<file path="config.mk">
export PLATFORM = sky130hd
export DESIGN_NAME = led_phase_sequencer
export DESIGN_NICKNAME = d
export VERILOG_FILES = /design/src/rtl/led_phase_sequencer.sv
export SDC_FILE = /design/constraint.sdc
export NUM_CORES = 1
export LEC_CHECK = 0
export ABC_CLOCK_PERIOD_IN_PS = 2500
export CELL_PAD_IN_SITES_DETAIL_PLACEMENT = 1
export CELL_PAD_IN_SITES_GLOBAL_PLACEMENT = 1
export CORE_UTILIZATION = 49
export CTS_BUF_LIST = sky130_fd_sc_hd__clkbuf_8
export DETAILED_ROUTE_END_ITERATION = 8
export PLACE_DENSITY_LB_ADDON = 0.25
export SYNTH_ARGS = -nofsm -noshare
export SYNTH_HDL_FRONTEND = slang
export SYNTH_SLANG_ARGS = --single-unit
</file>
<file path="constraint.sdc">
create_clock -name clk -period 2.5 [get_ports clk]
set_input_delay 0.5 -clock clk [delete_from_list [all_inputs] [get_ports clk]]
set_output_delay 0.5 -clock clk [all_outputs]
set_load 0.05 [all_outputs]
</file>
<file path="src/rtl/led_phase_sequencer.sv">
// Three-phase LED sequencer (SOLID, SLOW blink, FAST blink) driven by a ms tick prescaler.
// Every output is a flop. Each state entry restarts the phase timing.
module led_phase_sequencer #(
  parameter int TICK_DIV  = 16000,
  parameter int P1_MS     = 1000,
  parameter int P2_MS     = 2000,
  parameter int P3_MS     = 1000,
  parameter int SLOW_HALF = 250,
  parameter int FAST_HALF = 62
) (
  input  logic       clk,
  input  logic       rst,
  input  logic       start,
  input  logic       stop,
  input  logic       loop,
  output logic       led,
  output logic       busy,
  output logic [1:0] phase,
  output logic       done
);

  typedef enum logic [1:0] {
    IDLE  = 2'd0,
    SOLID = 2'd1,
    SLOW  = 2'd2,
    FAST  = 2'd3
  } state_t;

  localparam int MAX_P12 = (P1_MS > P2_MS) ? P1_MS : P2_MS;
  localparam int MAX_P   = (MAX_P12 > P3_MS) ? MAX_P12 : P3_MS;
  localparam int MAX_H   = (SLOW_HALF > FAST_HALF) ? SLOW_HALF : FAST_HALF;
  localparam int TW      = $clog2(TICK_DIV);
  localparam int MW      = (MAX_P > 1) ? $clog2(MAX_P) : 1;
  localparam int HW      = (MAX_H > 1) ? $clog2(MAX_H) : 1;

  localparam logic [TW-1:0] TICK_LAST = TW'(TICK_DIV - 1);
  localparam logic [MW-1:0] P1_LAST   = MW'(P1_MS - 1);
  localparam logic [MW-1:0] P2_LAST   = MW'(P2_MS - 1);
  localparam logic [MW-1:0] P3_LAST   = MW'(P3_MS - 1);
  localparam logic [HW-1:0] SLOW_LAST = HW'(SLOW_HALF - 1);
  localparam logic [HW-1:0] FAST_LAST = HW'(FAST_HALF - 1);

  state_t        state, state_next;
  logic [TW-1:0] tick_cnt, tick_cnt_next;
  logic [MW-1:0] ms_cnt, ms_cnt_next;
  logic [HW-1:0] half_cnt, half_cnt_next;
  logic          led_next, busy_next, done_next;
  logic          tick, phase_last, phase_end, half_last, blinking;

  // NOTE: state registers use non-blocking assignments. That way every flop samples the values from before the edge.
  always_ff @(posedge clk or posedge rst) begin
    if (rst) begin
      state    <= IDLE;
      tick_cnt <= '0;
      ms_cnt   <= '0;
      half_cnt <= '0;
      led      <= 1'b0;
      busy     <= 1'b0;
      done     <= 1'b0;
    end else begin
      state    <= state_next;
      tick_cnt <= tick_cnt_next;
      ms_cnt   <= ms_cnt_next;
      half_cnt <= half_cnt_next;
      led      <= led_next;
      busy     <= busy_next;
      done     <= done_next;
    end
  end

  assign phase = state;

  // NOTE: every signal written below gets a default first, so no latch is inferred on any path.
  always_comb begin
    state_next    = state;
    done_next     = 1'b0;
    tick          = (tick_cnt == TICK_LAST);
    blinking      = (state == SLOW) || (state == FAST);
    tick_cnt_next = tick ? '0 : tick_cnt + 1'b1;
    ms_cnt_next   = tick ? ms_cnt + 1'b1 : ms_cnt;
    half_last     = (state == SLOW) ? (half_cnt == SLOW_LAST) : (half_cnt == FAST_LAST);
    half_cnt_next = half_cnt;
    led_next      = led;

    case (state)
      SOLID:   phase_last = (ms_cnt == P1_LAST);
      SLOW:    phase_last = (ms_cnt == P2_LAST);
      FAST:    phase_last = (ms_cnt == P3_LAST);
      default: phase_last = 1'b0;
    endcase
    phase_end = tick && phase_last;

    if (blinking && tick) begin
      half_cnt_next = half_last ? '0 : half_cnt + 1'b1;
      if (half_last) led_next = ~led;
    end

    case (state)
      IDLE:  if (start) state_next = SOLID;
      SOLID: if (phase_end) state_next = SLOW;
      SLOW:  if (phase_end) state_next = FAST;
      FAST: begin
        if (phase_end) begin
          done_next  = 1'b1;
          state_next = loop ? SOLID : IDLE;
        end
      end
      default: state_next = IDLE;
    endcase

    // Stop outranks start, phase end and the completion pulse.
    if (stop) begin
      state_next = IDLE;
      done_next  = 1'b0;
    end

    // A change of state restarts all phase timing and sets the LED for the new phase.
    if (state_next != state || state_next == IDLE) begin
      tick_cnt_next = '0;
      ms_cnt_next   = '0;
      half_cnt_next = '0;
      led_next      = (state_next != IDLE);
    end else if (state == SOLID) begin
      led_next = 1'b1;
    end

    busy_next = (state_next != IDLE);
  end

endmodule

</file>
Yosys cells after proc, flatten, opt, wreduce, memory -nomap -nowiden. Index checks and enable logic that the tools add are counted.

Bits of input ports: 5. Logic and storage cells: 56. Output and inout bits: 5. Register bits: 38.

Equality and inequality tests: 9. Bitwise operators: 1. Add/subtract/negate cells: 3. Reductions and logical operators: 13. Muxes and demuxes: 23.

Operators with widths (count): 2-to-1 mux 14 bit (2); 2-to-1 mux 8 bit (3); 2-to-1 mux 11 bit (2); adder 14 x 1 -> 14 bit (second input constant) (1); == test 14 bit (second input constant) (1); adder 11 x 1 -> 11 bit (second input constant) (1); == test 11 x 10 -> 1 bit (second input constant) (1); == test 11 bit (second input constant) (1); 2-to-1 mux 2 bit (5); 2-to-1 mux 1 bit (9); adder 8 x 1 -> 8 bit (second input constant) (1); == test 8 x 6 -> 1 bit (second input constant) (1); == test 8 bit (second input constant) (1); case mux 2 bit (4 select lines) (1); nonzero test 2 bit (3); nonzero test 3 bit (2); == test 2 bit (second input constant) (2); logical NOT 2 bit (2); == test 2 x 1 -> 1 bit (second input constant) (1); logical AND 1 bit (2); logical OR 1 bit (2); inequality test 2 bit (1); case mux 1 bit (2 select lines) (1); AND reduction 2 bit (1); 2 further kinds (2).

Depth between registers and ports, before layout.
Depth in word-level cells: 11. Gate-level depth with buffers: 8. Gate-level depth less buffers: 6.

Worst setup path after synthesis. OpenSTA, ideal clock, no wires.

Path type: reg-to-reg. From: register state[0], in the netlist phase[0]. To: register led. Data arrival time: 1.929 ns. Period minus slack after synthesis: 2.050 ns. Required time: 2.379 ns. Stages on the path, launching flop included: 7. Buffers on the path: 1. Slack: 0.450 ns. Setup time: 0.121 ns. Cell sequence: dfrtp_1 clkbuf_1 nor4bb_1 o2111a_1 nand2_2 o31a_1 a22o_1.

Elaborated cells on any way between the ends: 25. Classes of those cells: 4 x eq/ne; 10 x mux; 11 x reduce/logical.

RTL lines: start: declaration (line 43) `state_t state, state_next;`; start signal: assignment (line 61) `state <= state_next;`; == test 2 bit or == test 2 x 1 -> 1 bit (tied branches) (line 85, 98); OR reduction 2 bit (no line); case mux 1 bit (2 select lines) (line 85) `case (state)`; logical AND 1 bit (line 91) `phase_end = tick && phase_last;`; 2-to-1 mux 2 bit, on equally long branches (line 103, 100, 101); case mux 2 bit (4 select lines) * (line 98) `case (state)`; 2-to-1 mux 2 bit * (line 112) `if (stop) begin`; nonzero test 2 bit *; named net busy_next (line 47) `logic led_next, busy_next, done_next;`; 2-to-1 mux 1 bit * (line 118) `if (state_next != state || state_next == IDLE) begin`; end signal: assignment (line 65) `led <= led_next;`; end: declaration (line 16) `output logic led,`.

The timed path passes the listed nets; every way through them passes the cells marked *. A chain may end at the register's enable or synchronous reset.

Worst setup path after layout.
From: register state[0], in the netlist phase[0]. To: output phase[0].

RTL lines: end: declaration (line 18) `output logic [1:0] phase,`.

No word-level cell between the ends.

==> metrics.md <==
| Metric | Value |
|---|---|
| Post-synth cell types | `49` |
| Area Overhead vs Synth | `14.3%` |
| WP data required | `2000 ps` |
| Post-place setup slack | `441 ps` |
| Worst Path Arrival | `1720 ps` |
| Routed wire per std cell | `17.6 um` |
| Ys async rst share | `100%` |
| Non-filler cells, final | `279` |
| Drt first pass iters | `4` |
| GR Overflow Total | `0` |
| Nets | `237` |
| LEAKAGE | `1.01 nW` |
| RSZ-0062 raised after global routing | `no` |
| Max Cap Viol | `0` |
| Clk slew on worst S/H paths | `80 ps` |
| Die area | `4470 um^2` |
| CP endpoint kind | `output pin` |
| Synthesized flop and latch total | `38` |
| Fill count | `454` |
| Final Hold Viols | `0` |
| Fin util | `58.5%` |
| Setup_tns | `0 ps` |
| Main combinational cell family by area after synthesis | `simple AND/OR/NAND/NOR gates` |
| H-tree levels | `2` |
| Slowest cell delay on critical path | `870 ps` |
| Syn. warnings | `0` |
| Final setup viols | `0` |
| Buffers on Ports | `9` |
| Synthesized Nets | `223` |
| Ant diodes | `0` |
| Clk buf depth | `2` |
| Initial Utilization | `51.2%` |
| Synth Area in Adders | `2.43%` |
| Die width | `66.9 um` |
| Worst VDD drop | `0.332 mV` |
| Row cnt | `23` |
| Post-route setup slack | `284 ps` |
| Register area | `951 um^2` |
| Root Buffer | `clkbuf_8` |
| Core area | `4030 um^2` |
| Status | `finished, final reports clean` |
| Sequential-to-total area share from yosys stat | `46.1%` |
| Post-Place Cell Area | `2210 um^2` |
| Worst path cell trace | `clkdlybuf4s50_1` |
| Post-synthesis mux area share | `0.485%` |
| CTS Sinks | `38` |
| Slowest CP cell | `clkdlybuf4s50_1` |
| Initial antenna violation count | `0` |
| Setup crit start kind | `register` |
| Worst-Margin Slew | `570 ps` |
| Hold Slack | `505 ps` |
| Synth Area in Compound Gates | `8.79%` |
| Initial DRC Count | `119` |
| Gr usage total | `25.5%` |
| Placed insts | `271` |
| Clk_skew | `6.43 ps` |
| Vias in the first global route | `1697` |
| Minimum clock period | `2220 ps` |
| GP Congestion | `0.735` |
| CP Max Fanout | `10` |
| Hold Path Class | `register to register` |
| ANT nets after route | `0` |
| Post-CTS Hold Fix Bufs | `0` |
| Cell family with most CP delay | `buffers and inverters` |
| Post-Synth XOR/XNOR Area | `8.91%` |
| Pin count of the biggest net entering global routing | `39` |
| Cell area power density | `570 nW/um^2` |
| Final wirelength | `4920 um` |
| CTS tree | `done` |
| IO Pins | `10` |
| Fin. max-slew vios | `0` |
| DRC viols | `0` |
| Critical path type | `register to output pin` |
| Syn Inst Count | `214` |
| Pwr Total | `1.34 mW` |
| Worst Path Buf+Inv | `1` |
| TritonCTS buffer count | `5` |
| Final HPWL DP | `3460 um` |
| Post-CTS setup buffer count | `0` |
| First-pass GRT wire length | `8180 um` |
| Layout cell share with drive strength beyond 1 | `10.9%` |
| Vias | `1637` |
| Synth Cell Area | `2060 um^2` |
| Avg Vias per Cell | `5.87` |
| Design area | `2360 um^2` |
| Post-route clock period utilization | `88.6%` |
| Clk Latency, worst-skew pair | `300 ps` |
| DIE HEIGHT | `66.9 um` |
| Relative max-transition margin | `61.7%` |
| Avg Cell Area, Syn | `9.64 um^2` |
| Synth Area in Simple Gates | `30.0%` |
| Post-CTS sizing | `0` |
| Max Freq | `451 MHz` |
| Area of the multi-input gates | `1040 um^2` |
| Post-synth top flop | `dfrtp_1` |
| Post-synth EDFFs | `0` |
sequential cells by signal (all words and copies together) (netlist names):
register,cells
tick_cnt,14
ms_cnt,11
half_cnt,8
phase,2
busy,1
done,1
led,1
routing by layer:
| metal | part of all wire (%) | track usage, % | wire length (um) |
|---|---|---|---|
| met5 | 0 | 0 | 0 |
| met3 | 2.7 | 6.68 | 134 |
| met4 | 1.5 | 7.98 | 76 |
| met2 | 51 | 44.1 | 2510 |
| met1 | 45 | 30.6 | 2200 |
kinds of logic after synthesis:
kind of cell,after synthesis
DFF,38
buffers and inverters,14
muxes,1
adders and majority gates,4
and+or+nand+nor,109
xor gates and xnor gates,21
AOI/OAI and AO/OA,27
final timing paths:
check / endpoint / from / slack [ps] / depth (start not counted)
min: tick_cnt[0] / tick_cnt[0] / 510 / 1
min in group asynchronous: half_cnt[0] / rst / 610 / 3
min reg2reg: tick_cnt[0] / tick_cnt[0] / 510 / 1
max: phase[0] / phase[0] / 280 / 1
max in group asynchronous: tick_cnt[9] / rst / 1540 / 3
max reg2reg: led / half_cnt[2] / 390 / 5
report_power, final:
| group | internal, mW | total (mW) | switching (mW) |
|---|---|---|---|
| combinational | 0.0221 | 0.0652 | 0.0431 |
| clock | 0.426 | 0.653 | 0.228 |
| sequential | 0.619 | 0.625 | 0.00647 |
cells in the final DEF, fill, tap and decap left out, types with 3 or more instances in the layout:
cell type         n
and3_1            7
a21oi_1           8
nor2_1           33
dfrtp_1          38
a31oi_1           3
clkbuf_8          6
nand3_1          14
inv_1             6
ha_1              4
clkdlybuf4s50_1   9
buf_4             6
nand4_1           8
xnor2_1           8
xor2_1           13
nor3_1            3
nand2_1          19
nand4b_1          3
nor2b_1           3
cell type report:
| class | count | area share, % |
|---|---|---|
| clock buffer | 6 | 3.50 |
| timing repair buffer | 15 | 5.73 |
| tap | 50 | 2.65 |
| inverter | 6 | 0.955 |
| sequential | 38 | 40.3 |
| clock inverter | 2 | 2.55 |
| multi-input combinational | 162 | 44.3 |
synthesized netlist by cell type (all sizes together) (2+ instances only):
cell,instances,share of area [%]
nand4,9,3.5
a211oi,2,0.73
nor2b,3,0.91
dfrtp,38,46
a31oi,3,0.91
buf,5,1.6
or3b,2,0.97
xnor2,8,3.4
nor4bb,2,0.97
o21ai,3,0.73
nor3,3,0.73
nor2,33,6.0
a311oi,2,0.85
xor2,13,5.5
and3,7,2.1
nand3b,2,0.73
nand3,14,3.4
ha,4,2.4
nor4,3,2.7
nand4b,3,1.3
a21oi,9,2.4
clkbuf,3,0.61
nand2,20,3.8
inv,6,1.1
or3,2,0.61
(Power assumes the default switching activity.)
